File: config.mk
export PLATFORM = sky130hd
export DESIGN_NAME = fixed_point_divider
export DESIGN_NICKNAME = d
export VERILOG_FILES = /design/src/rtl/fixed_point_divider.sv
export SDC_FILE = /design/constraint.sdc
export NUM_CORES = 1
export LEC_CHECK = 0
export ABC_CLOCK_PERIOD_IN_PS = 4100
export CELL_PAD_IN_SITES_DETAIL_PLACEMENT = 1
export CELL_PAD_IN_SITES_GLOBAL_PLACEMENT = 1
export CORE_MARGIN = 2
export CORE_UTILIZATION = 25
export CTS_BUF_LIST = sky130_fd_sc_hd__clkbuf_8
export DETAILED_ROUTE_END_ITERATION = 6
export PLACE_DENSITY_LB_ADDON = 0.08
export RECOVER_POWER = 100
export REMOVE_ABC_BUFFERS = 1
export SKIP_CTS_REPAIR_TIMING = 1
export SLEW_MARGIN = 20
export SYNTH_ARGS = -nofsm -noshare
export SYNTH_HDL_FRONTEND = slang
export SYNTH_SLANG_ARGS = --single-unit
File: constraint.sdc
create_clock -name clk -period 4.1 [get_ports clk]
set_input_delay 0.615 -clock clk [delete_from_list [all_inputs] [get_ports clk]]
set_output_delay 0.615 -clock clk [all_outputs]
set_load 0.01 [all_outputs]
File: src/rtl/fixed_point_divider.sv
// Sequential signed fixed-point divider.
// Computes quotient = (dividend << FRAC) / divisor, truncated toward zero.
// Saturates to the signed N-bit range. The remainder takes the sign of the dividend.
// Restoring shift-subtract, one quotient bit per clock.
//
// Handshake:
//   - start is sampled only in IDLE.
//   - busy is high while the division is in DIV or FIX.
//   - done pulses for one cycle in DONE.
//   - Result and flags are valid from the done cycle onward.
//   - They hold until the next FIX.
module fixed_point_divider #(
    parameter int N    = 24,
    parameter int FRAC = 8
) (
    input  logic         clk,
    input  logic         rst,
    input  logic         start,
    input  logic [N-1:0] dividend,
    input  logic [N-1:0] divisor,
    output logic         busy,
    output logic         done,
    output logic [N-1:0] quotient,
    output logic [N-1:0] remainder,
    output logic         Z,
    output logic         Neg,
    output logic         V,
    output logic         dz,
    output logic [1:0]   o_dbg_state
);

    localparam int NW = N + FRAC;
    localparam int CW = $clog2(NW + 1);

    localparam logic [1:0] S_IDLE = 2'd0;
    localparam logic [1:0] S_DIV  = 2'd1;
    localparam logic [1:0] S_FIX  = 2'd2;
    localparam logic [1:0] S_DONE = 2'd3;

    localparam logic [N-1:0]  Q_MAX       = {1'b0, {(N-1){1'b1}}};
    localparam logic [N-1:0]  Q_MIN       = {1'b1, {(N-1){1'b0}}};
    localparam logic [NW-1:0] MAG_MAX_POS = {{(FRAC+1){1'b0}}, {(N-1){1'b1}}};
    localparam logic [NW-1:0] MAG_MIN_NEG = {{FRAC{1'b0}}, 1'b1, {(N-1){1'b0}}};

    logic [1:0]    r_state;
    logic          r_sign_a;
    logic          r_sign_b;
    logic [NW-1:0] r_num;      // numerator bits shift out, quotient bits shift in
    logic [N-1:0]  r_dmag;
    logic [N-1:0]  r_prem;
    logic [CW-1:0] r_cnt;
    logic [N-1:0]  r_quot;
    logic [N-1:0]  r_rem;
    logic          r_z;
    logic          r_neg;
    logic          r_v;
    logic          r_dz;

    // Operand magnitudes as N-bit unsigned values.
    // -2^(N-1) negates to itself, which read unsigned is exactly 2^(N-1).
    logic [N-1:0]  w_a_mag;
    logic [N-1:0]  w_b_mag;
    logic [N:0]    w_prem_sh;
    logic          w_ge;
    logic [N-1:0]  w_prem_nx;
    logic [N-1:0]  w_fix_q;
    logic [N-1:0]  w_fix_r;
    logic          w_fix_v;
    logic          w_neg_res;

    assign w_a_mag = dividend[N-1] ? (~dividend + N'(1)) : dividend;
    assign w_b_mag = divisor[N-1]  ? (~divisor  + N'(1)) : divisor;

    // One restoring step.
    // The partial remainder stays below |divisor| <= 2^(N-1).
    // So the N-bit difference cannot wrap.
    assign w_prem_sh = {r_prem, r_num[NW-1]};
    assign w_ge      = (w_prem_sh >= {1'b0, r_dmag});
    assign w_prem_nx = w_ge ? (w_prem_sh[N-1:0] - r_dmag) : w_prem_sh[N-1:0];

    assign w_neg_res = (r_sign_a ^ r_sign_b) && (r_num != '0);

    // Sign application and saturation of the finished magnitude.
    always_comb begin
        w_fix_q = r_num[N-1:0];
        w_fix_r = r_sign_a ? (~r_prem + N'(1)) : r_prem;
        w_fix_v = 1'b0;
        if (r_dmag == '0) begin
            w_fix_q = r_sign_a ? Q_MIN : Q_MAX;
            w_fix_r = '0;
            w_fix_v = 1'b1;
        end else if (w_neg_res) begin
            if (r_num > MAG_MIN_NEG) begin
                w_fix_q = Q_MIN;
                w_fix_v = 1'b1;
            end else begin
                w_fix_q = ~r_num[N-1:0] + N'(1);
            end
        end else if (r_num > MAG_MAX_POS) begin
            w_fix_q = Q_MAX;
            w_fix_v = 1'b1;
        end
    end

    // Control FSM, iteration datapath and registered results.
    // In DIV, the cycle that finds the counter at zero hands over to FIX.
    always_ff @(posedge clk) begin
        if (rst) begin
            r_state  <= S_IDLE;
            r_sign_a <= 1'b0;
            r_sign_b <= 1'b0;
            r_num    <= '0;
            r_dmag   <= '0;
            r_prem   <= '0;
            r_cnt    <= '0;
            r_quot   <= '0;
            r_rem    <= '0;
            r_z      <= 1'b1;
            r_neg    <= 1'b0;
            r_v      <= 1'b0;
            r_dz     <= 1'b0;
        end else begin
            case (r_state)
                S_IDLE: begin
                    if (start) begin
                        r_sign_a <= dividend[N-1];
                        r_sign_b <= divisor[N-1];
                        r_num    <= {w_a_mag, {FRAC{1'b0}}};
                        r_dmag   <= w_b_mag;
                        r_prem   <= '0;
                        r_cnt    <= CW'(NW);
                        r_state  <= S_DIV;
                    end
                end
                S_DIV: begin
                    if (r_cnt == '0) begin
                        r_state <= S_FIX;
                    end else begin
                        r_prem <= w_prem_nx;
                        r_num  <= {r_num[NW-2:0], w_ge};
                        r_cnt  <= r_cnt - CW'(1);
                    end
                end
                S_FIX: begin
                    r_quot  <= w_fix_q;
                    r_rem   <= w_fix_r;
                    r_z     <= (w_fix_q == '0);
                    r_neg   <= w_fix_q[N-1];
                    r_v     <= w_fix_v;
                    r_dz    <= (r_dmag == '0);
                    r_state <= S_DONE;
                end
                default: begin
                    r_state <= S_IDLE;
                end
            endcase
        end
    end

    assign busy        = (r_state == S_DIV) || (r_state == S_FIX);
    assign done        = (r_state == S_DONE);
    assign quotient    = r_quot;
    assign remainder   = r_rem;
    assign Z           = r_z;
    assign Neg         = r_neg;
    assign V           = r_v;
    assign dz          = r_dz;
    assign o_dbg_state = r_state;

endmodule

# Word-level counts from Yosys, hierarchy flattened
# Index checks and enable logic that the tools add are counted.
[word_totals]
reg_bits = 142
input_bits = 51
out_inout_bits = 56
word_cells = 70
[classes]
n_addsub = 6
order_cmp = 3
eq_ne = 6
n_mux = 26
n_bitwise = 5
n_reduce_logical = 11
[ops]
columns = ["op", "n"]
rows = [
  ["$mux W24", 12],
  ["$add A24 B1 Y24 const B", 4],
  ["$not A24 Y24", 4],
  ["$mux W32", 2],
  ["$pmux W32 S2", 1],
  ["$logic_not A24 Y1", 2],
  ["$pmux W24 S2", 1],
  ["$gt A32 B23 Y1 const B", 1],
  ["$gt A32 B24 Y1 const B", 1],
  ["$reduce_bool A32 Y1", 1],
  ["$ge A25 B24 Y1", 1],
  ["$sub A24 B24 Y24", 1],
  ["$mux W6", 2],
  ["$pmux W6 S2", 1],
  ["$logic_not A6 Y1", 1],
  ["$ne A2 B2 Y1 const B", 3],
  ["$pmux W2 S3", 1],
  ["$sub A6 B1 Y6 const B", 1],
  ["$eq A2 B2 Y1 const B", 2],
  ["$mux W1", 4],
  ["$mux W2", 2],
  ["$reduce_and A2 Y1", 2],
  ["$reduce_and A3 Y1", 1],
  ["$eq A2 B1 Y1 const B", 1],
  ["5 further kinds", 5],
]

# Depth between registers and ports, before layout
# Gate-level depths: netlist of the first run.
[logic_depth]
depth_word = 6
mapped_depth = 13
mapped_depth_nobuf = 13

# Least setup slack after synthesis of the first run
# OpenSTA, ideal clock, no wires.
[synth_path]
kind = "reg-to-reg"
start = "reg r_num[0]"
end = "reg r_z (netlist: Z)"
setup_ps = 87
arrival_time_ps = 2814
required_ps = 4013
path_slack_ps = 1199
path_stages_with_launch = 13
path_buffers = 1
synth_period_minus_slack_ps = 2901
cell_sequence = "dfxtp_1 > inv_1 > ha_1 > nor3b_2 > and3_1 > a41o_1 > nand2_1 > clkbuf_1 > o41ai_1 > a211oi_1 > nand4_1 > or4_1 > o31ai_1"
[synth_via]
elab_chain_cells = 6
word_cells_on_any_way = 11
cone_classes = "add/sub (1); order compare (2); mux (4); bitwise (1); reduce/logical (3)"
[synth_lines]
columns = ["element", "line_no", "text"]
rows = [
  ["start: declaration", "48", "logic [NW-1:0] r_num;"],
  ["start signal: assignment", "128", "r_num <= {w_a_mag, {FRAC{1'b0}}};"],
  ["start signal: assignment", "140", "r_num <= {r_num[NW-2:0], w_ge};"],
  ["$not A24 Y24", "97", "w_fix_q = ~r_num[N-1:0] + N'(1);"],
  ["$add A24 B1 Y24", "97", ""],
  ["$mux W24", "93", "if (r_num > MAG_MIN_NEG) begin"],
  ["$mux W24 *", "92", "end else if (w_neg_res) begin"],
  ["$mux W24 *", "88", "if (r_dmag == '0) begin"],
  ["$logic_not A24 Y1 *", "147", "r_z <= (w_fix_q == '0);"],
  ["end signal: assignment", "147", ""],
  ["end: declaration", "54", "logic r_z;"],
]
# Every way passes the cells marked *; elsewhere a longest branch is shown, timed or not.
# A chain may end at the register's enable or synchronous reset.

# Worst setup path in the final report of the first run
# Ends and elaborated chain as after synthesis.

==> implementation parameters, run 1 <==
Parameter                              Value

Status
  Run status    finished with violations
  Failing checks    capacitance limit, slew limit

Power and ir drop
  Total power consumption of the routed design    6390 uW
  Register share of total power    29.1%
  Clk pwr share    20.0%
  Switching power summed over all nets    2930 uW
  Share of power burned in combinational logic    51.0%
  P per Cell Area    575 nW/um^2
  Cell leakage power    about 0.0042 uW
  Net switching share of the total power    45.9%
  Peak supply drop    290 uV
  Power Internal    3460 uW

Global route
  Initial antenna violation count    0
  Maximum number of pins on one net before global-route repair    74
  Total routing usage reported by global routing    ~18%
  Number of global-route vias before repair    around 9000
  Remaining global-route overflow    0
  Wire length of the first global-routing pass    ~53 mm

Critical path
  Critical Path Sink Type    register
  Critical Path Start Type    register
  R2R Setup Slk    0.39 ns
  Reg-to-reg critical path endpoint    Z$_SDFFE_PP1N_
  Launch point of the worst reg-to-reg path    r_num[0]$_SDFFE_PP0P_
  CP arrival    4.07 ns
  Path depth of the worst reg2reg path    12
  Critical path data required time    4.45 ns
  Critical path type    register to register
  Biggest fanout along the worst timing path    8

Logic synthesis
  Unique masters post-synth    76
  Seq/Total Area, Yosys    30.9%
  Synthesized netlist cell count    about 1200
  Post-synth top area cell    sky130_fd_sc_hd__dfxtp_1
  Synthesized area divided by synthesized cell count    between 7 and 8 sq um
  Synth Register Bits    around 140
  Leading cell types by total area after synthesis    sky130_fd_sc_hd__dfxtp_1 (31%), sky130_fd_sc_hd__nand2_1 (5.8%), sky130_fd_sc_hd__xnor2_1 (5.3%)
  Top FF cell, synth    sky130_fd_sc_hd__dfxtp_1
  Top-area cell type share of the netlist area    30.9%
  Synth cell count leaders    sky130_fd_sc_hd__dfxtp_1 (141), sky130_fd_sc_hd__nand2_1 (141), sky130_fd_sc_hd__nor2_1 (110)
  Post-synth ARST share    0%
  EDFF count, synth    0
  Yosys warning count    0
  Area of the mapped netlist    slightly above 9000 sq um

Route
  Via density    5.09
  Top Metal Used    met4
  Total via count after detailed routing    8959
  Metal1 wirelength    18.5 mm
  Detailed Route Iter0 Violations    579
  Post-Route WL    32.9 mm
  Routed wire length on met3    866 um
  Met2 routed wirelength    13.3 mm
  Drc violations    0
  Number of nets with antenna violations after detailed routing    0
  Number of optimization iterations in the first detailed-route pass    5
  Average wire length per cell after detail routing    18.7 um

Place
  Total placed cells including tap cells    1727
  Placed Instance Area    10700 sq um
  Count of input and output buffers    106
  Total half-perimeter wirelength after legalization and detailed placement    25.2 mm
  Routability Congestion    0.823

Clock tree
  TritonCTS clock tree    built
  Clock root cell    sky130_fd_sc_hd__clkbuf_8
  Number of buffers inserted during clock tree synthesis    17
  Num Clock Sinks    ~140
  Latest clock arrival within the worst-skew pair    0.48 ns
  Post-CTS clock slew at the launch and capture registers of the worst setup and hold paths    0.10 ns
  CTS max path bufs    2
  CTS HTree Levels    4

Cells and area
  Layout filler cell count    4354
  Final Cell Area    11100 sq um
  Fraction of layout instances using a drive strength above 1    between 5 and 6%
  Relative area change from synthesis to final layout    21.5%
  Number of cells in the finished layout apart from fillers    approximately 1800
  Layout net count    1365
  Finished Core Util    30.6%
  Final antenna diode count    0

STA
  Unrepaired setup endpoints after global routing    false
  Clock period minus final worst setup slack    3.71 ns
  Final total negative setup slack    0 ns
  Final-report setup violation count    0
  Max Transition Viols Final    44
  Clock Skews    0.0216 ns
  Period utilization    90.6%
  Final Hold Vio Count    0
  Transition at the pin with the smallest max-transition slack    1.76 ns
  Peak Freq    0.269 GHz
  Rel. slew slack    -17.6%

Run
  Max-Cap Viols    1

Die
  Die width    195 um
  Initial Utilization    between 20% and 30%
  Number of rows in the core area    70
  Top Ports    107
  Full die area    38100 sq um
  Chip Height    195 um
  Floorplan Core Area    between 30000 and 40000 sq um

Min path
  Hold worst-path end    remainder[2]$_SDFFE_PP0N_
  Worst hold stages    2
  Class of the most critical hold timing path    register to register
  Worst Hold Launch    remainder[2]$_SDFFE_PP0N_
## area by class of cell
type	count	area, sq um	share of cell area [%]
Clock buffer	18	248	2.23
Clock inverter	14	178	1.60
Inverter	53	199	1.79
Multi-Input combinational cell	931	5830	52.5
Sequential cell	141	2820	25.4
Tap cell	468	586	5.27
Timing Repair Buffer	134	1240	11.2
## critical path, stage by stage, from the launching register on
cell and delay (ns):
sky130_fd_sc_hd__dfxtp_1 0.39, sky130_fd_sc_hd__inv_1 0.10, sky130_fd_sc_hd__ha_1 0.19, sky130_fd_sc_hd__nor3b_1 0.43, sky130_fd_sc_hd__nand3_2 0.32, sky130_fd_sc_hd__o31a_1 0.42, sky130_fd_sc_hd__a2111oi_0 0.60, sky130_fd_sc_hd__clkbuf_1 0.39
sky130_fd_sc_hd__a31oi_1 0.15, sky130_fd_sc_hd__o211ai_1 0.31, sky130_fd_sc_hd__nor4_1 0.11, sky130_fd_sc_hd__nand4_1 0.11, sky130_fd_sc_hd__o31ai_1 0.07
## state kept, by name (all words and copies together), names as in the netlist
register     cells
Z                1
V                1
remainder       24
dz               1
r_cnt            6
r_prem          24
quotient        24
r_sign_a         1
r_num           32
o_dbg_state      2
r_sign_b         1
r_dmag          24
## metal layers
layer  vias up  track usage (%)
met5         -                0
met4         0             3.53
met2       129             24.9
li1       4526                -
met3        15             2.59
met1      4289             27.6
## how the worst max path moves through the flow
stage                                start                       to  slack [ns]
2_1_floorplan  o_dbg_state[1]$_SDFFE_PP0P_           Z$_SDFFE_PP1N_        0.50
3_3_place_gp       r_dmag[17]$_SDFFE_PP0P_           Z$_SDFFE_PP1N_        0.69
3_5_place_dp       r_dmag[17]$_SDFFE_PP0P_           Z$_SDFFE_PP1N_        0.56
4_1_cts            r_dmag[17]$_SDFFE_PP0P_           Z$_SDFFE_PP1N_        0.51
5_1_grt              r_cnt[2]$_SDFFE_PP0P_  r_prem[11]$_SDFFE_PP0P_        0.07
6_report             r_num[0]$_SDFFE_PP0P_           Z$_SDFFE_PP1N_        0.39
## through the flow
stage	hold slack [ns]	setup slack [ns]
floorplan	0.438	0.498
global placement	0.452	0.687
detailed placement	0.458	0.556
CTS	0.471	0.506
global route	0.487	0.0671
finish	0.466	0.387
## power by group through the flow
| stage | registers (uW) | clock network, uW | logic (uW) |
|---|---|---|---|
| after floorplan | 1850 | 0 | 2040 |
| after global placement | 1890 | 0 | 3340 |
| after detailed placement | 1890 | 0 | 3330 |
| after CTS | 1860 | 1330 | 3350 |
| after global routing | 1900 | 1390 | 3610 |
| final | 1860 | 1280 | 3260 |
## cells by family after synthesis
logic type      after synthesis  synth area share, %
compound gates              345                 25.6
xor+xnor                     84                 8.05
fa+ha+maj                    36                 5.01
buf+inv                     123                 5.19
flops                       141                 30.9
mux                           8                0.876
simple gates                458                 24.4
## placed cells by master (no fill, tap or decap), types with 18 or more instances in the layout
master / Yosys / routed
sky130_fd_sc_hd__dfxtp_1: 141 / 141
sky130_fd_sc_hd__nor3_1: 28 / 28
sky130_fd_sc_hd__o21ai_0: 35 / 38
sky130_fd_sc_hd__clkbuf_8: 0 / 18
sky130_fd_sc_hd__a21oi_1: 86 / 86
sky130_fd_sc_hd__nor2_1: 110 / 109
sky130_fd_sc_hd__a22oi_1: 36 / 36
sky130_fd_sc_hd__dlygate4sd3_1: 0 / 57
sky130_fd_sc_hd__xor2_1: 29 / 29
sky130_fd_sc_hd__inv_1: 52 / 55
sky130_fd_sc_hd__ha_1: 35 / 34
sky130_fd_sc_hd__clkdlybuf4s50_1: 0 / 48
sky130_fd_sc_hd__nand2_1: 141 / 141
sky130_fd_sc_hd__a211oi_1: 41 / 41
sky130_fd_sc_hd__nand3_1: 63 / 63
sky130_fd_sc_hd__o31ai_1: 26 / 26
sky130_fd_sc_hd__xnor2_1: 55 / 55
sky130_fd_sc_hd__nor4_1: 20 / 20
Note: power is estimated with default switching activity, not from simulation.
==> inputs of run 2 (changes only) <==
- CORE_MARGIN: 2 -> unset
- CTS_CLUSTER_SIZE: unset -> 16
==> implementation parameters, run 2 (synthesized netlist as in run 1, its figures left out) <==
Parameter                              Value

Clock tree
  Post-CTS clock slew at the launch and capture registers of the worst setup and hold paths    0.08 ns (-0.02 ns)
  Num Clock Sinks    141 (unchanged)
  Latest clock arrival within the worst-skew pair    0.48 ns (about the same)
  Number of buffers inserted during clock tree synthesis    17 (unchanged)
  Clock root cell    sky130_fd_sc_hd__clkbuf_8
  TritonCTS clock tree    built
  CTS HTree Levels    4 (unchanged)
  CTS max path bufs    2 (unchanged)

Critical path
  Critical Path Sink Type    register
  CP arrival    3.97 ns (-0.10 ns)
  Critical Path Start Type    register
  Top cell by count, worst path    sky130_fd_sc_hd__nand4_1
  Biggest fanout along the worst timing path    11 (+3)
  Sequence of cells on the critical path    nor4_1 > nand4_1 > nor2_1 > nand2_1 > and2_1 > a211oi_1 > nand4_1 > or4_1 > o31ai_1
  Critical path data required time    4.48 ns (+0.03 ns)
  Stage delay of the slowest cell on the critical path    0.52 ns (-0.08 ns)
  Critical path type    register to register
  Cell with the largest stage delay on the worst path    sky130_fd_sc_hd__or4_1

Route
  Total via count after detailed routing    8936 (-0.26%)
  Number of nets with antenna violations after detailed routing    0 (unchanged)
  Detailed Route Iter0 Violations    396 (-32%)
  Drc violations    7 (+7)
  Via density    5.11 (+0.26%)
  Post-Route WL    32.6 mm (-0.92%)
  Average wire length per cell after detail routing    18.6 um (-0.41%)
  Number of optimization iterations in the first detailed-route pass    7 (+2)

STA
  Max Transition Viols Final    44 (unchanged)
  Transition at the pin with the smallest max-transition slack    1.73 ns (-0.0353 ns)
  Fin worst setup slack    0.511 ns (+0.124 ns)
  Peak Freq    0.279 GHz (+3.5%)
  Rel. slew slack    -15.2% (+2.4 points)
  Clock Skews    0.0236 ns (+0.00202 ns)
  Period utilization    87.5% (-3.0 points)
  Final total negative setup slack    0 ns (unchanged)
  Final-report setup violation count    0 (unchanged)
  Final Hold Vio Count    0 (unchanged)
  Clock period minus final worst setup slack    3.59 ns (-0.124 ns)
  Unrepaired setup endpoints after global routing    false

Power and ir drop
  P per Cell Area    568 nW/um^2 (-1.2%)
  Total power consumption of the routed design    6290 uW (-1.6%)
  Peak supply drop    277 uV (-4.4%)
  Cell leakage power    0.00418 uW (-0.60%)

Die
  Top Ports    107 (unchanged)
  Number of rows in the core area    69 (-1.4%)
  Chip Height    193 um (-1.0%)
  Initial Utilization    25.6% (+0.43 points)
  Floorplan Core Area    35700 sq um (-1.7%)
  Full die area    37300 sq um (-2.0%)
  Die width    193 um (-1.0%)

Cells and area
  Total area of multi-input combinational cells    5840 sq um (about the same)
  Sequential standard cell area    2820 sq um (unchanged)
  Relative area change from synthesis to final layout    21.1%
  Final antenna diode count    0 (unchanged)
  Fraction of layout instances using a drive strength above 1    5.51% (+0.32 points)
  Commonest non-fill, non-tap cells in the layout    sky130_fd_sc_hd__dfxtp_1 (141), sky130_fd_sc_hd__nand2_1 (141), sky130_fd_sc_hd__nor2_1 (110), sky130_fd_sc_hd__a21oi_1 (86), sky130_fd_sc_hd__nand3_1 (64)
  Top register by number of flip-flops    r_num
  Layout net count    1363 (-0.15%)
  Layout filler cell count    4378 (+0.55%)
  Flip-flop count of the largest register after layout    32 (unchanged)

Run
  Max-Cap Viols    1 (unchanged)

Min path
  Class of the most critical hold timing path    register to register

Place
  Total half-perimeter wirelength after legalization and detailed placement    24.8 mm (-1.4%)
  Worst slack at placement    0.630 ns (+0.0740 ns)
  Routability Congestion    0.866 (+5.3%)
  Count of input and output buffers    106 (unchanged)

Global route
  Wire length of the first global-routing pass    53.2 mm (+0.72%)
  Total routing usage reported by global routing    17.8% (+0.25 points)
  Maximum number of pins on one net before global-route repair    81 (+9.5%)
  Number of global-route vias before repair    9116 (+1.4%)
  Remaining global-route overflow    0 (unchanged)
  Initial antenna violation count    0 (unchanged)

Status
  Failing checks    DRC, capacitance limit, slew limit
  Run status    finished with violations
==> run 2: where the power goes <==
part	total, uW	internal (uW)	switching, uW
Clock	1200	575	624
Combinational	3240	1190	2050
Sequential	1860	1600	253
Total	6290	3370	2920
==> run 2: path summary, 6_finish.rpt <==
path / slack, ns / startpoint / to / cells after the start
setup / recovery: 0.51 / r_dmag[17]$_SDFFE_PP0P_ / Z$_SDFFE_PP1N_ / 9
setup reg to reg: 0.51 / r_dmag[17]$_SDFFE_PP0P_ / Z$_SDFFE_PP1N_ / 9
hold / removal: 0.46 / remainder[3]$_SDFFE_PP0N_ / remainder[3]$_SDFFE_PP0N_ / 2
hold reg to reg: 0.46 / remainder[3]$_SDFFE_PP0N_ / remainder[3]$_SDFFE_PP0N_ / 2
==> run 2: cell type report <==
class	instances	share of cell area, %
clock buffers	19	2.36
clock inverters	13	1.26
inverters	53	1.80
multi-input cells	931	52.7
flip-flops and latches	141	25.5
well taps	461	5.21
repair buffers	132	11.1
==> run 2: worst max-delay path, delay by kind of cell, from the launching register on <==
kind            cells  cell delay, ns
simple gates        7            2.59
compound gates      2            0.59
flops               1            0.33
==> run 2: metrics by stage <==
step	hold WS (ns)	utilization, %	cell area (sq um)	std cells
after floorplan	0.438	-	8870	1125
after global placement	0.455	29.9	10700	1718
after detailed placement	0.456	29.9	10700	1718
after CTS	0.470	31.1	11100	1750
after global routing	0.487	31.0	11100	1750
final	0.461	31.0	11100	1750
==> run 2: metal layers <==
| metal | up-vias | global-route usage (%) | wire length [um] |
|---|---|---|---|
| li1 | 4517 | - | - |
| met1 | 4242 | 27.2 | 18200 |
| met2 | 153 | 25.7 | 13100 |
| met3 | 24 | 2.20 | 907 |
| met4 | 0 | 5.19 | 426 |
| met5 | - | 0 | 0 |
==> inputs of run 3 (changes only) <==
- ABC_CLOCK_PERIOD_IN_PS: 4100 -> 3760
- CELL_PAD_IN_SITES_DETAIL_PLACEMENT: 1 -> unset
- CELL_PAD_IN_SITES_GLOBAL_PLACEMENT: 1 -> unset
- RECOVER_POWER: 100 -> unset
- clock period: 4.1 -> 3.76 ns (I/O delays scaled with it)
==> implementation parameters, run 3 (synthesized netlist as in run 1, its figures left out) <==
Parameter                              Value

Cells and area
  Commonest non-fill, non-tap cells in the layout    sky130_fd_sc_hd__dfxtp_1 (141), sky130_fd_sc_hd__nand2_1 (141), sky130_fd_sc_hd__nor2_1 (109), sky130_fd_sc_hd__clkdlybuf4s50_1 (105), sky130_fd_sc_hd__a21oi_1 (86)
  Fraction of layout instances using a drive strength above 1    6.72% (+1.2 points)
  Final antenna diode count    0 (unchanged)
  Layout filler cell count    3924 (-10%)
  Total area of multi-input combinational cells    5850 sq um (+0.28%)
  Final Cell Area    11200 sq um (+1.3%)
  Top register by number of flip-flops    r_num
  Layout net count    1370 (+0.51%)
  Flip-flop count of the largest register after layout    32 (unchanged)
  Sequential standard cell area    2820 sq um (unchanged)
  Relative area change from synthesis to final layout    22.6%

Critical path
  Stage delay of the slowest cell on the critical path    0.52 ns (about the same)
  Critical Path Start Type    register
  Worst Path Buf+Inv    1 (+1)
  Sequence of cells on the critical path    inv_1 > ha_1 > nor3b_2 > nand3_2 > nor4_4 > or4_4 > o21ai_0 > a211oi_1 > nand4_1 > or4_1 > o31ai_1
  R2R Setup Slk    0.37 ns (-0.14 ns)
  Biggest fanout along the worst timing path    22 (+11)
  Critical path data required time    4.14 ns (-0.34 ns)
  Critical path type    register to register
  Launch point of the worst reg-to-reg path    r_num[0]$_SDFFE_PP0P_
  CP arrival    3.77 ns (-0.20 ns)
  Cell family with most CP delay    simple AND/OR/NAND/NOR gates
  Critical Path Start    r_num[0]$_SDFFE_PP0P_
  Cell with the largest stage delay on the worst path    sky130_fd_sc_hd__or4_1
  Critical Path Sink Type    register

Global route
  Maximum number of pins on one net before global-route repair    52 (-36%)
  Remaining global-route overflow    0 (unchanged)
  Wire length of the first global-routing pass    49.4 mm (-7.2%)
  Number of global-route vias before repair    8415 (-7.7%)
  Total routing usage reported by global routing    16.6% (-1.2 points)
  Initial antenna violation count    0 (unchanged)

Power and ir drop
  Share of power burned in combinational logic    50.9% (-0.5 points)
  Net switching share of the total power    44.7% (-1.8 points)
  Total power consumption of the routed design    7080 uW (+13%)
  Power Internal    3920 uW (+16%)
  Switching power summed over all nets    3170 uW (+8.3%)
  P per Cell Area    632 nW/um^2 (+11%)
  Register share of total power    28.5% (-1.0 points)
  Cell leakage power    0.00410 uW (-1.9%)
  Clk pwr share    20.6% (+1.5 points)
  Peak supply drop    254 uV (-8.4%)

Die
  Chip Height    193 um (unchanged)
  Floorplan Core Area    35700 sq um (unchanged)
  Number of rows in the core area    69 (unchanged)
  Die width    193 um (unchanged)
  Initial Utilization    25.6% (unchanged)
  Full die area    37300 sq um (unchanged)
  Top Ports    107 (unchanged)

Clock tree
  CTS max path bufs    2 (unchanged)
  Latest clock arrival within the worst-skew pair    0.47 ns (about the same)
  Num Clock Sinks    141 (unchanged)
  Number of buffers inserted during clock tree synthesis    17 (unchanged)
  CTS HTree Levels    4 (unchanged)
  TritonCTS clock tree    built
  Post-CTS clock slew at the launch and capture registers of the worst setup and hold paths    0.09 ns (about the same)
  Clock root cell    sky130_fd_sc_hd__clkbuf_8

Place
  Placed Instance Area    10800 sq um (+0.49%)
  Total half-perimeter wirelength after legalization and detailed placement    23.6 mm (-4.8%)
  Worst slack at placement    0.401 ns (-0.229 ns)
  Routability Congestion    0.890 (+2.7%)
  Count of input and output buffers    106 (unchanged)

Route
  Detailed Route Iter0 Violations    649 (+64%)
  Number of optimization iterations in the first detailed-route pass    7 (unchanged)
  Average wire length per cell after detail routing    17.7 um (-5.0%)
  Post-Route WL    31.1 mm (-4.7%)
  Total via count after detailed routing    8767 (-1.9%)
  Via density    4.99 (-2.2%)
  Drc violations    7 (unchanged)
  Number of nets with antenna violations after detailed routing    0 (unchanged)

STA
  Max Transition Viols Final    0 (-100%)
  Clock Skews    0.0138 ns (-0.00978 ns)
  Clock period minus final worst setup slack    3.39 ns (-0.200 ns)
  Transition at the pin with the smallest max-transition slack    0.741 ns (-0.987 ns)
  Fin worst setup slack    0.371 ns (-0.140 ns)
  Final Hold Vio Count    0 (unchanged)
  Unrepaired setup endpoints after global routing    false
  Final-report setup violation count    0 (unchanged)
  Peak Freq    0.295 GHz (+5.9%)
  Rel. slew slack    50.5% (+66 points)
  Final total negative setup slack    0 ns (unchanged)
  Period utilization    90.1% (+2.6 points)

Min path
  Class of the most critical hold timing path    register to register
  Worst Hold Launch    remainder[2]$_SDFFE_PP0N_

Status
  Failing checks    DRC
  Run status    finished with violations

Run
  Max-Cap Viols    0 (-1)
-- run 3: routing by layer --
metal / global-route usage (%) / wire length, um / share of wire, %
met1: 26.9 / 17800 / 57
met2: 22.5 / 12100 / 39
met3: 2.46 / 997 / 3.2
met4: 3.44 / 221 / 0.71
met5: 0 / 0 / 0
-- run 3: layout make-up --
class	instances	area share, %
clock buffer	19	2.33
inverter	53	1.77
sequential	141	25.2
multi-input combinational	931	52.2
clock inverter	12	1.72
tap	461	5.15
timing repair buffer	139	11.7
-- run 3: worst register-to-register path, stage by stage (launching register included) --
cell and delay [ns]:
sky130_fd_sc_hd__dfxtp_1 0.38, sky130_fd_sc_hd__inv_1 0.10, sky130_fd_sc_hd__ha_1 0.19, sky130_fd_sc_hd__nor3b_2 0.27
sky130_fd_sc_hd__nand3_2 0.25, sky130_fd_sc_hd__nor4_4 0.38, sky130_fd_sc_hd__or4_4 0.35, sky130_fd_sc_hd__o21ai_0 0.12
sky130_fd_sc_hd__a211oi_1 0.35, sky130_fd_sc_hd__nand4_1 0.15, sky130_fd_sc_hd__or4_1 0.52, sky130_fd_sc_hd__o31ai_1 0.24
-- run 3: power by group through the flow --
stage / Clock, uW / Combinational (uW) / Sequential [uW]
2_1_floorplan: 0 / 2220 / 2020
3_3_place_gp: 0 / 3630 / 2050
3_5_place_dp: 0 / 3590 / 2060
4_1_cts: 1510 / 3610 / 2020
5_1_grt: 1570 / 3980 / 2060
6_report: 1460 / 3610 / 2020
-- run 3: metrics by stage --
| stage | instances | hold WS, ns | util (%) |
|---|---|---|---|
| floorplan | 1125 | 0.438 | - |
| global placement | 1725 | 0.453 | 30.1 |
| detailed placement | 1725 | 0.455 | 30.1 |
| CTS | 1756 | 0.468 | 31.4 |
| global route | 1756 | 0.472 | 31.4 |
| finish | 1756 | 0.461 | 31.4 |
-- run 3: final timing paths --
| check | endpoint | cells after the start |
|---|---|---|
| worst min-delay path | remainder[2]$_SDFFE_PP0N_ | 2 |
| worst max register to register | Z$_SDFFE_PP1N_ | 11 |
| worst max-delay path | Z$_SDFFE_PP1N_ | 11 |
| worst min register to register | remainder[2]$_SDFFE_PP0N_ | 2 |
